--- src/rtl/ex_pipe_ctrl.sv ---
// Execution-stage sequencing controller: tracks EX/WB destination slots and drives
// operand forwarding, load-use stalls, branch flushes and data-memory wait holds.
module ex_pipe_ctrl #(
    parameter int CNT_W = 16
) (
    input  logic             clk,
    input  logic             rst,
    input  logic             id_valid,
    input  logic [4:0]       id_opcode,
    input  logic [3:0]       id_ra,
    input  logic [3:0]       id_rb,
    input  logic             id_uses_rb,
    input  logic [3:0]       id_dest,
    input  logic             br_taken,
    input  logic [4:0]       br_target,
    input  logic             mem_busy,
    output logic             stall_fetch,
    output logic             stall_read,
    output logic             ex_bubble,
    output logic             flush_read,
    output logic             pc_load,
    output logic [4:0]       pc_load_val,
    output logic [1:0]       fwd_a,
    output logic [1:0]       fwd_b,
    output logic [1:0]       state,
    output logic [CNT_W-1:0] stall_cnt
);

    // Opcode map shared with the rest of the core: ALU writers occupy NOP+1..ARSH.
    localparam logic [4:0] OP_NOP  = 5'd0;
    localparam logic [4:0] OP_ARSH = 5'd9;
    localparam logic [4:0] OP_LDW  = 5'd10;
    localparam logic [4:0] OP_STR  = 5'd11;

    typedef enum logic [1:0] {
        RUN     = 2'b00,
        FLUSH1  = 2'b01,
        FLUSH2  = 2'b10,
        MEMWAIT = 2'b11
    } state_t;

    state_t           state_reg;
    logic             pc_load_reg;
    logic [4:0]       pc_load_val_reg;
    logic [CNT_W-1:0] stall_cnt_reg;

    logic       ex_valid_reg;
    logic [3:0] ex_dest_reg;
    logic       ex_load_reg;
    logic       ex_mem_reg;
    logic       wb_valid_reg;
    logic [3:0] wb_dest_reg;

    logic id_writer;
    logic id_is_load;
    logic id_is_mem;
    logic hazard;
    logic mem_wait_req;
    logic issue;

    assign id_writer  = ((id_opcode > OP_NOP) && (id_opcode <= OP_ARSH)) || (id_opcode == OP_LDW);
    assign id_is_load = (id_opcode == OP_LDW);
    assign id_is_mem  = (id_opcode == OP_LDW) || (id_opcode == OP_STR);

    assign hazard = id_valid & ex_valid_reg & ex_load_reg &
                    ((ex_dest_reg == id_ra) | (id_uses_rb & (ex_dest_reg == id_rb)));
    assign mem_wait_req = mem_busy & ex_mem_reg;

    always_comb begin
        stall_fetch = 1'b0;
        stall_read  = 1'b0;
        ex_bubble   = 1'b0;
        flush_read  = 1'b0;
        case (state_reg)
            RUN: begin
                // A branch or a memory wait starting this cycle outranks the load-use stall.
                stall_fetch = hazard & ~br_taken & ~mem_wait_req;
                stall_read  = hazard & ~br_taken & ~mem_wait_req;
                ex_bubble   = hazard & ~br_taken & ~mem_wait_req;
            end
            FLUSH1, FLUSH2: begin
                flush_read = 1'b1;
                ex_bubble  = 1'b1;
            end
            MEMWAIT: begin
                stall_fetch = 1'b1;
                stall_read  = 1'b1;
            end
            default: ;
        endcase
    end

    assign issue = id_valid & ~stall_read & ~ex_bubble;

    function automatic logic [1:0] fwd_sel(input logic [3:0] src);
        if (ex_valid_reg && !ex_load_reg && (ex_dest_reg == src))
            return 2'b01;
        else if (wb_valid_reg && (wb_dest_reg == src))
            return 2'b10;
        else
            return 2'b00;
    endfunction

    assign fwd_a = fwd_sel(id_ra);
    assign fwd_b = id_uses_rb ? fwd_sel(id_rb) : 2'b00;

    always_ff @(posedge clk) begin
        if (rst) begin
            state_reg       <= RUN;
            pc_load_reg     <= 1'b0;
            pc_load_val_reg <= 5'd0;
            stall_cnt_reg   <= '0;
            ex_valid_reg    <= 1'b0;
            ex_dest_reg     <= 4'd0;
            ex_load_reg     <= 1'b0;
            ex_mem_reg      <= 1'b0;
            wb_valid_reg    <= 1'b0;
            wb_dest_reg     <= 4'd0;
        end else begin
            if (stall_read && (stall_cnt_reg != '1))
                stall_cnt_reg <= stall_cnt_reg + CNT_W'(1);

            pc_load_reg <= 1'b0;
            case (state_reg)
                RUN: begin
                    if (br_taken) begin
                        state_reg       <= FLUSH1;
                        pc_load_reg     <= 1'b1;
                        pc_load_val_reg <= br_target;
                    end else if (mem_wait_req) begin
                        state_reg <= MEMWAIT;
                    end
                end
                FLUSH1:  state_reg <= FLUSH2;
                FLUSH2:  state_reg <= RUN;
                MEMWAIT: if (!mem_busy) state_reg <= RUN;
                default: state_reg <= RUN;
            endcase

            // Slots freeze for the whole memory wait; flush cycles never issue, so EX empties.
            if (state_reg != MEMWAIT) begin
                wb_valid_reg <= ex_valid_reg;
                wb_dest_reg  <= ex_dest_reg;
                if (issue) begin
                    ex_valid_reg <= id_writer;
                    ex_dest_reg  <= id_dest;
                    ex_load_reg  <= id_is_load;
                    ex_mem_reg   <= id_is_mem;
                end else begin
                    ex_valid_reg <= 1'b0;
                    ex_dest_reg  <= 4'd0;
                    ex_load_reg  <= 1'b0;
                    ex_mem_reg   <= 1'b0;
                end
            end
        end
    end

    assign state       = state_reg;
    assign pc_load     = pc_load_reg;
    assign pc_load_val = pc_load_val_reg;
    assign stall_cnt   = stall_cnt_reg;

endmodule
--- config.mk ---
export PLATFORM = sky130hd
export DESIGN_NAME = ex_pipe_ctrl
export DESIGN_NICKNAME = d
export VERILOG_FILES = /design/src/rtl/ex_pipe_ctrl.sv
export SDC_FILE = /design/constraint.sdc
export NUM_CORES = 1
export LEC_CHECK = 0
export CORE_ASPECT_RATIO = 0.6
export CORE_MARGIN = 8
export CORE_UTILIZATION = 40
export CTS_BUF_LIST = sky130_fd_sc_hd__clkbuf_8
export DETAILED_ROUTE_END_ITERATION = 12
export GPL_TIMING_DRIVEN = 1
export PLACE_DENSITY = 0.7
export SYNTH_ARGS = -nofsm -noshare
export SYNTH_HDL_FRONTEND = slang
export SYNTH_SLANG_ARGS = --single-unit
--- constraint.sdc ---
create_clock -name clk -period 2.5 [get_ports clk]
set_input_delay 0.5 -clock clk [delete_from_list [all_inputs] [get_ports clk]]
set_output_delay 0.5 -clock clk [all_outputs]
set_load 0.01 [all_outputs]
# == After elaboration in Yosys (flattened, before gate mapping) ==
# Cells that the tools add are included.
# classes
magnitude_cmp,2
bitwise_logic,15
reduce_logical,15
mux,17
addsub,1
n_eq_ne,13
# op_table
cell,n
$add A16 B1 Y16 const B,1
$eq A4 B4 Y1,4
$mux W2,8
$ne A16 B16 Y1 const B,1
$eq A5 B4 Y1 const B,2
$and A1 B1 Y1,9
$pmux W2 S4,1
$logic_and A1 B1 Y1,7
$gt A5 B1 Y1 const B,1
$le A5 B4 Y1 const B,1
$mux W1,5
$not A1 Y1,5
$eq A2 B2 Y1 const B,2
$mux W4,1
$ne A2 B2 Y1 const B,2
$pmux W1 S2,2
$reduce_and A2 Y1,2
$reduce_or A2 Y1,2
$ne A3 B3 Y1 const B,1
$eq A2 B1 Y1 const B,1
$logic_not A2 Y1,1
$logic_or A1 B1 Y1,2
$logic_not A1 Y1,1
$or A1 B1 Y1,1
# word_totals
elab_cells,73
reg_bits,36
input_bits,28

# == Logic depth before layout (Yosys ltp) ==
# logic_depth
ltp_word,11
depth_mapped,9
ltp_nobuf,7

# == Worst setup path after synthesis ==
# OpenSTA, ideal clock, no wires.
# synth_timing
path_type,register to output
startpoint,reg state_reg[0] (netlist: state[0])
endpoint,out stall_read
slack_ps,109
path_stages_with_launch,9
n_path_buf,2
required_time_ps,2000
arrival_ps,1891
cell_sequence,dfxtp_1 -> inv_1 -> ha_1 -> nand2b_1 -> nor4_2 -> a221oi_4 -> buf_2 -> inv_1 -> buf_4
# synth_via
elab_chain_cells,2
elab_cells_between_ends,3
classes_between,eq/ne (1); mux (1); reduce/logical (1)
# synth_rtl
element,line,text
start: declaration,42,state_t state_reg;
start signal: assignment,109,state_reg <= RUN;
start signal: assignment,127,state_reg <= FLUSH1;
start signal: assignment,131,state_reg <= MEMWAIT;
$eq A2 B2 Y1 or $logic_not A2 Y1 (tied branches),-,
$pmux W1 S2 *,-,
end: declaration,18,"output logic stall_read,"
# Mark *: on every way between the ends. The rest lies on a longest branch, timed or not.

# == Final worst setup path ==
# layout_timing
startpoint,in id_valid
endpoint,out ex_bubble
# layout_via
elab_chain_cells,6
# layout_rtl
element,line,text
start: declaration,8,"input logic id_valid,"
$and A1 B1 Y1 (3 in series),65,assign hazard = id_valid & ex_valid_reg & ex_load_reg &
$and A1 B1 Y1 (2 in series),79,ex_bubble = hazard & ~br_taken & ~mem_wait_req;
$pmux W1 S2,74,case (state_reg)
end: declaration,19,"output logic ex_bubble,"
# Every way passes these cells.

==> flow_summary.toml <==
[outcome]
status = "completed"

[placed_design]
placed_area_mm2 = 0.002806
io_buffers = 59
routabilityCongestion = 0.8206
place_hpwl_um = 4296

[yosys]
synthesis.area_mm2 = 0.002002
synth_area_leaders = "dfxtp_1 36%, a21oi_1 4.5%, xnor2_1 3.9%"
ys_seq_area_share_pct = 36.00
syn_inst = 233
avgSynthCellArea_um2 = 8.592
async_flop_share_pct = 0
synth_largest_area_cell = "dfxtp_1"
synth_commonest_cells = "36 x dfxtp_1, 18 x a21oi_1, 17 x nor2_1, 15 x nand2_1, 14 x nand3_1"
synth_top_area_share_pct = 36.00
synth_flop_cell = "dfxtp_1"
synth-edff-count = 0
yosysUniqueCellTypes = 45
synth.most_common_cell = "dfxtp_1"
ys_warn_count = 0
ys_ff_latch = 36
synthesis.nets = 266

[critical_path]
crit_type = "input port to primary output"
rr_startpoint = "ex_dest_reg[0]$_SDFFE_PP0P_"
endpoint_kind = "primary output"
r2r_cells = 7
rrSetupSlack_ps = 250
cp_max_fo = 4
required_ps = 2000
reg2reg_to = "stall_cnt[6]$_SDFFE_PP0P_"
start_kind = "input port"
cp.arrival_ps = 1950

[timing]
slew_headroom_pct = 70.03
min_period_over_period_pct = 97.93
worst_slew_pin_slew_ps = 448.7
tns_ps = 0
finalSetupViolations = 0
hold_viol = 0
hold_slack_ps = 456.1
fmax_mhz = 408.4
slew_viol_final = 0
period_minus_slack_ps = 2448
fin_worst_skew_ps = 5.785

[cells_and_area]
diodes = 0
largest_register_ffs = 16
syn2layout_area_growth_pct = 50.12
fillers = 419
layout-drive-gt1-share_pct = 16.56
final_area_mm2 = 0.003005
fin_nets = 346

[global_route]
gr-total-overflow = 0
antenna_found_initial = 0
grt_pass1_vias = 1883
grt_first_pass_wirelength_um = 9397
grt.total_usage_pct = 15.22
grt_start_max_net_pins = 27

[drt]
wl_um = 5707
drc_errors = 0
routedWlPerCell_um = 15.02
vias = 1981
drtAntennaViolNets = 0
drt_iter0_drc = 119
vias_per_cell = 5.213
first_pass_iters = 4

[clock_network]
post_cts_buffers = 0
cts_tree = "built"
numCtsBuffers = 5
clkLatencyLatePin_ps = 290
clkSinkCount = 36
clk_pin_slew_worst_paths_ps = 70
cts_max_path_buffers = 2
cts-root-buf = "clkbuf_8"
htree_levels = 2

[floorplanning]
core_mm2 = 0.004930
dieArea_mm2 = 0.007599
io_pins = 60
die_h_um = 70.80
die_x_um = 107.3
num_rows = 20
start_util_pct = 40.61

[power_and_ir_drop]
ir_drop_mv = 0.2282
power_density_mw_per_mm2 = 570.5
power_w = 0.001714
leakage_nw = 1.146

[worst_hold_path]
hold_class = "flip-flop to flip-flop"
whs_path_depth = 2
hp-start = "pc_load_val[3]$_SDFFE_PP0P_"
holdPathEnd = "pc_load_val[3]$_SDFFE_PP0P_"

[flow_run]
max_cap_violations = 0
==> timing repair <==
| item | CTS | global route |
|---|---|---|
| pin swaps | 5 | 1 |
| endpoints found under the setup margin | 7 | 3 |
| gates resized for setup | 25 | 10 |
| hold buffers | 0 | 0 |
==> worst max path at each step <==
stage / startpoint / end / slack, ps / cells past startpoint
CTS: id_rb[2] / ex_bubble / -20 / 6
global route: id_valid / ex_bubble / -20 / 6
detailed placement: id_ra[1] / ex_bubble / -400 / 6
finish: id_valid / ex_bubble / 50 / 6
floorplan: state[0]$_SDFFE_PP0P_ / stall_read / 110 / 8
global placement: id_ra[1] / ex_bubble / -370 / 6
==> stage by stage <==
| stage | std cells | worst slack (ps) | util, % |
|---|---|---|---|
| 4_1_cts | 380 | -18.56 | 59.92 |
| 5_1_grt | 380 | -19.58 | 60.96 |
| 3_3_place_gp | 372 | -366.7 | 56.93 |
| 3_5_place_dp | 372 | -399.1 | 56.93 |
| 6_report | 380 | 51.69 | 60.96 |
| 2_1_floorplan | 233 | 108.7 | - |
==> worst max-delay path: stages <==
cell             delay (ps)
clkdlybuf4s50_1         470
nand3_4                 160
nor3_1                   60
a221o_1                 350
nor2b_1                 130
dlygate4sd2_1           280
==> cells in the final DEF, fill, tap and decap left out, drive strengths merged, types with 10 or more instances in the layout <==
cell,instances
clkdlybuf4s50,42
nor2,18
a21oi,18
buf,24
nand2,15
or3,10
dfxtp,36
o21ai,14
dlygate4sd2,14
inv,11
nand3,14
==> cells by family after synthesis <==
group / Yosys count / share of synthesized area, %
AOI/OAI and AO/OA: 52 / 17.63
xor gates and xnor gates: 16 / 7.000
adders and majority gates: 5 / 3.125
buffers and inverters: 20 / 4.312
DFF: 36 / 36.00
muxes: 9 / 4.688
and+or+nand+nor: 95 / 27.25
==> area by class of cell <==
type | count | area [µm²] | area share (%)
Inverter | 10 | 37.54 | 1.249
Tap cell | 66 | 82.58 | 2.748
Sequential cell | 36 | 723.2 | 24.06
Multi-Input combinational cell | 177 | 1294 | 43.05
Clock inverter | 3 | 38.79 | 1.291
Timing Repair Buffer | 83 | 760.7 | 25.31
Clock buffer | 5 | 68.82 | 2.290
==> per-layer routing <==
metal,GRT usage (%),share of wire [%],up-vias
li1,-,-,1004
met1,21.73,50,910
met2,20.53,42,60
met3,4.624,7.3,7
met4,5.810,1.2,0
met5,0,0,-
==> power by group <==
part	total, W	internal [W]	switching [W]
Clock	0.000502	0.000292	0.000210
Sequential	0.000651	0.000612	0.0000388
Combinational	0.000562	0.000295	0.000267
Total	0.00171	0.00120	0.000516
(Power assumes the default switching activity.)
